### config.mk
export PLATFORM = sky130hd
export DESIGN_NAME = atomrvcore_dccm_arbiter
export DESIGN_NICKNAME = d
export VERILOG_FILES = /design/src/rtl/atomrvcore_dccm_arbiter.sv
export SDC_FILE = /design/constraint.sdc
export NUM_CORES = 1
export LEC_CHECK = 0
export ABC_AREA = 1
export BUFFER_PORTS_ARGS = -buffer_cell sky130_fd_sc_hd__buf_2
export CAP_MARGIN = 20
export CORE_AREA = 5 5 114 116
export CTS_BUF_LIST = sky130_fd_sc_hd__clkbuf_4
export CTS_CLUSTER_SIZE = 24
export DETAILED_ROUTE_END_ITERATION = 10
export DIE_AREA = 0 0 119 121
export MAX_ROUTING_LAYER = met4
export SETUP_SLACK_MARGIN = 0.4
export SLEW_MARGIN = 20
export SYNTH_ARGS = -nofsm -noshare
export SYNTH_HDL_FRONTEND = slang
export SYNTH_SLANG_ARGS = --single-unit
### constraint.sdc
create_clock -name clk_i -period 1.9 [get_ports clk_i]
set_clock_uncertainty 0.15 [all_clocks]
set_input_delay 0 -clock clk_i [delete_from_list [all_inputs] [get_ports clk_i]]
set_output_delay 0 -clock clk_i [all_outputs]
set_load 0.01 [all_outputs]
### src/rtl/atomrvcore_dccm_arbiter.sv
// Two-requester DCCM port arbiter: core LSU (port 0) and debug/DMA (port 1), with port-1 bus lock.
// Optional port-1 anti-starvation priority is enabled by defining ATOMRV_DCCM_ARB_STARVE_EN.
module atomrvcore_dccm_arbiter #(
    parameter int unsigned DATAWIDTH    = 32,
    parameter int unsigned STARVE_LIMIT = 4
) (
    input  logic                 clk_i,
    input  logic                 rst_i,
    input  logic                 p0_req_i,
    input  logic                 p0_we_i,
    input  logic [DATAWIDTH-1:0] p0_addr_i,
    input  logic [DATAWIDTH-1:0] p0_wdata_i,
    input  logic                 p1_req_i,
    input  logic                 p1_we_i,
    input  logic [DATAWIDTH-1:0] p1_addr_i,
    input  logic [DATAWIDTH-1:0] p1_wdata_i,
    input  logic                 p1_lock_i,
    output logic                 p0_gnt_o,
    output logic                 p1_gnt_o,
    output logic                 p0_rvalid_o,
    output logic                 p1_rvalid_o,
    output logic [DATAWIDTH-1:0] p0_rdata_o,
    output logic [DATAWIDTH-1:0] p1_rdata_o,
    output logic [DATAWIDTH-1:0] dccm_addr_o,
    output logic                 dccm_dr_en_o,
    output logic                 dccm_dwr_en_o,
    output logic [DATAWIDTH-1:0] dccm_wdata_o,
    input  logic [DATAWIDTH-1:0] dccm_rdata_i
);

    if (STARVE_LIMIT < 1) begin : g_bad_limit
        $error("STARVE_LIMIT must be at least 1");
    end

    typedef enum logic {
        ARB   = 1'b0,
        LOCK1 = 1'b1
    } state_e;

    state_e state_q, state_d;
    logic   rd_pend_valid_q, rd_pend_valid_d;
    logic   rd_pend_owner_q, rd_pend_owner_d;
    logic   p1_prio;
    logic   p0_gnt, p1_gnt;

`ifdef ATOMRV_DCCM_ARB_STARVE_EN
    localparam int unsigned CNT_W = $clog2(STARVE_LIMIT + 1);
    localparam logic [CNT_W-1:0] CNT_MAX = CNT_W'(STARVE_LIMIT);

    logic [CNT_W-1:0] starve_cnt_q, starve_cnt_d;

    always_ff @(posedge clk_i or posedge rst_i) begin
        if (rst_i) begin
            starve_cnt_q <= '0;
        end else begin
            starve_cnt_q <= starve_cnt_d;
        end
    end

    // Counts only denied port-1 cycles; any grant or idle cycle restarts the window.
    always_comb begin
        starve_cnt_d = '0;
        if (p1_req_i && !p1_gnt) begin
            starve_cnt_d = (starve_cnt_q == CNT_MAX) ? CNT_MAX : starve_cnt_q + 1'b1;
        end
    end

    assign p1_prio = (starve_cnt_q == CNT_MAX);
`else
    assign p1_prio = 1'b0;
`endif

    // State register
    always_ff @(posedge clk_i or posedge rst_i) begin
        if (rst_i) begin
            state_q         <= ARB;
            rd_pend_valid_q <= 1'b0;
            rd_pend_owner_q <= 1'b0;
        end else begin
            state_q         <= state_d;
            rd_pend_valid_q <= rd_pend_valid_d;
            rd_pend_owner_q <= rd_pend_owner_d;
        end
    end

    // Arbitration: grants are suppressed while reset is held.
    always_comb begin
        p0_gnt = 1'b0;
        p1_gnt = 1'b0;
        if (!rst_i) begin
            if (state_q == LOCK1) begin
                p1_gnt = p1_req_i;
            end else if (p1_prio && p1_req_i) begin
                p1_gnt = 1'b1;
            end else if (p0_req_i) begin
                p0_gnt = 1'b1;
            end else begin
                p1_gnt = p1_req_i;
            end
        end
    end

    // Next-state logic
    always_comb begin
        state_d         = state_q;
        rd_pend_valid_d = (p0_gnt && !p0_we_i) || (p1_gnt && !p1_we_i);
        rd_pend_owner_d = p1_gnt;
        unique case (state_q)
            ARB: begin
                if (p1_gnt && p1_lock_i) begin
                    state_d = LOCK1;
                end
            end
            LOCK1: begin
                if (!p1_req_i || (p1_gnt && !p1_lock_i)) begin
                    state_d = ARB;
                end
            end
            default: state_d = ARB;
        endcase
    end

    // Output logic
    always_comb begin
        p0_gnt_o      = p0_gnt;
        p1_gnt_o      = p1_gnt;
        dccm_addr_o   = '0;
        dccm_wdata_o  = '0;
        dccm_dr_en_o  = 1'b0;
        dccm_dwr_en_o = 1'b0;
        if (p0_gnt) begin
            dccm_addr_o   = p0_addr_i;
            dccm_wdata_o  = p0_wdata_i;
            dccm_dr_en_o  = !p0_we_i;
            dccm_dwr_en_o = p0_we_i;
        end else if (p1_gnt) begin
            dccm_addr_o   = p1_addr_i;
            dccm_wdata_o  = p1_wdata_i;
            dccm_dr_en_o  = !p1_we_i;
            dccm_dwr_en_o = p1_we_i;
        end
        p0_rvalid_o = rd_pend_valid_q && !rd_pend_owner_q;
        p1_rvalid_o = rd_pend_valid_q && rd_pend_owner_q;
        p0_rdata_o  = p0_rvalid_o ? dccm_rdata_i : '0;
        p1_rdata_o  = p1_rvalid_o ? dccm_rdata_i : '0;
    end

endmodule

==> summary.md <==
| Metric | Value |
|---|---|
| Mean Syn Cell Area | 4.41 um2 |
| DIE WIDTH | 119 um |
| Sw Ratio | 0.446 |
| Most common cell in the netlist | nand2_1 |
| Int Power | 512 uW |
| Slew @ Worst Pin | 383 ps |
| Slew headroom | 0.745 |
| Clock latency on the worst-skew pair | 230 ps |
| Syn nets | 509 |
| Vias in the first global route | 2858 |
| Top cells by area, synth | nand2_1 33%, nand3_1 22%, nor2_1 16% |
| Min-delay worst type | input port to register |
| LEAKAGE | 0.00256 uW |
| Total of max-cap violations | 0 |
| Psw | 413 uW |
| Num CTS Buffers | 3 |
| Cell area power density | 258 nW/um2 |
| Final Wtd Congestion | 0.804 |
| Status | complete, no violations |
| Worst reg-to-reg path cell count | 4 |
| Worst R2R End | rd_pend_owner_q |
| Worst-path clk slew | 40 ps |
| I/O Buffers | 300 |
| Die ar. | 14400 um2 |
| Max Clock Freq | 661 MHz |
| Fin. Hold Viols | 0 |
| Multi-input gate area | 1240 um2 |
| Post-route minimum period | 1510 ps |
| Drt via density | 4.05 |
| Top post-synthesis cells by count | 132 x nand2_1, 65 x nand3_1, 64 x nor2_1, 37 x inv_1, 14 x buf_2 |
| FFs w/ async S/R, synth | 1.00 |
| Number of synthesized register bits | 3 |
| Reg2reg setup slack | 700 ps |
| CTS tree | built |
| Layout cells sized above 1 | 0.544 |
| Worst EP arrival | 1360 ps |
| Critical R2R Launch | state_q |
| Global-route wire length before repair | 14.0 mm |
| Total power | 925 uW |
| Fin. max-slew vios | 0 |
| Post-synthesis sequential area ratio | 0.0498 |
| Synth Warn # | 0 |
| Root Buffer | clkbuf_4 |
| Hold endpoint | rd_pend_valid_q |
| Hold_sp | p0_req_i |
| Synth top area share | 0.328 |
| Post-synth EDFFs | 0 |
| Flop pwr share | 0.075 |
| Final Setup Violations | 0 |
| Setup TNS | 0 ps |
| Max clock buf depth | 2 |
| Worst VDD drop | 96.5 uV |
| Synth area leader | nand2_1 |
| 1st-iter DRT viols | 142 |
| Die height | 121 um |
| Layout area overhead | 138% |
| Crit path max fanout | 8 |
| Synth Flop Type | dfrtp_1 |
| Boundary pin count | 301 |
| Startpoint Class | register |
| Worst EP required | 1750 ps |
| Initial antenna violation count | 1 |
| Clock share of power | 0.136 |
| Crit path from | state_q |
| CTS sink count | 3 |
| Vias | 3190 |
| RSZ-0062 raised after global routing | true |
| Core area | 11800 um2 |
| GR Overflow Total | 0 |
| DRC viols | 0 |
| Fill cells | 1354 |
| Comb power frac | 0.789 |
| Crit end category | output port |
| Final clock period utilization by the worst path | 0.796 |
| Worst hold stages | 3 |
| Row count | 40 |
| Post-route ant nets | 0 |
| Wirelength per Cell | 13.2 um |
| Worst Path Class, Setup | register to output port |
| Final HPWL DP | 8.20 mm |
| Final WL | 10.4 mm |
| Initial Utilization | 0.128 |
| Register Area | 75.1 um2 |
| Post-layout nets | 808 |
| Pre-antenna DRT Iters | 4 |
| Cells after Synth | 342 |
| GR Util All Layers | 0.122 |
| Largest net degree at the start of global routing | 37 |
| H-tree levels | 1 |
| Yosys cell types | 18 |
| Syn Std Cell Area | 1510 um2 |
-- cell type report --
class | count | share of cell area
inverter | 40 | 0.0453
multi-input combinational | 271 | 0.346
timing repair buffer | 322 | 0.528
tap | 147 | 0.0512
antenna | 1 | 0.000697
clock buffer | 4 | 0.00836
sequential | 3 | 0.0209
-- flip-flops by register name, indices dropped and copies added (netlist names) --
name	flops
rd_pend_owner_q	1
rd_pend_valid_q	1
state_q	1
-- per-stage QoR --
stage	worst slack (ps)	cells	hold slack (ps)	utilization	instance area (um2)
2_1_floorplan	720	342	-404	-	1510
3_3_place_gp	469	770	-243	0.267	3150
3_5_place_dp	417	770	-242	0.267	3150
4_1_cts	365	783	-9.96	0.282	3330
5_1_grt	295	788	38.3	0.304	3590
6_report	387	788	25.3	0.304	3590
-- layout by cell type (no fill, tap or decap), types with 2 or more instances in the layout --
cell type      count
buf_2            291
nand2_1          112
nand3_1           65
nor2_1            62
inv_1             37
nand2_2           13
buf_6             10
nand2_4            8
dlygate4sd3_1      7
buf_12             5
clkbuf_4           4
clkbuf_16          3
buf_4              3
dfrtp_1            3
inv_2              2
nor2_4             2
o21ai_0            2
buf_8              2
-- layer usage --
metal | routed length [um] | track usage
met2 | 5530 | 0.231
met1 | 3920 | 0.134
met4 | 0 | 0.00652
met3 | 965 | 0.0303
met5 | 0 | -
-- power groups by stage --
stage	Clock [uW]	Sequential [uW]	Combinational, uW
CTS	132	69.2	666
global route	136	69.9	801
detailed placement	0	70.2	626
global placement	0	70.0	625
floorplan	0	69.7	285
finish	126	69.3	729
-- worst max-delay path by stage --
stage	slack, ps	cells after the start	to
finish	390	7	dccm_addr_o[1]
global route	290	7	dccm_wdata_o[31]
CTS	360	6	dccm_wdata_o[31]
detailed placement	420	7	dccm_wdata_o[15]
global placement	470	7	dccm_wdata_o[15]
floorplan	720	4	p0_rdata_o[22]
-- critical path, stage by stage, from the launching register on --
cell       delay (ps)
dfrtp_1           380
inv_2             110
nand3_4           110
clkinv_8          110
clkbuf_16         180
nand2_2            50
nand2_1            50
buf_2             120
-- kinds of logic after synthesis --
family | after synthesis | synth area share
buf+inv | 68 | 0.203
flops | 3 | 0.0497
compound gates | 3 | 0.0116
simple gates | 268 | 0.736
-- repair_timing --
item | CTS | global route
hold buffers | 7 | 0
buffers inserted | 1 | 1
gates resized for setup | 13 | 45
cloned | 1 | 3
hold endpoints to repair | 5 | 0
pin swaps | 0 | 1
endpoints found under the setup margin | 60 | 71
Note: power is estimated with default switching activity, not from simulation.
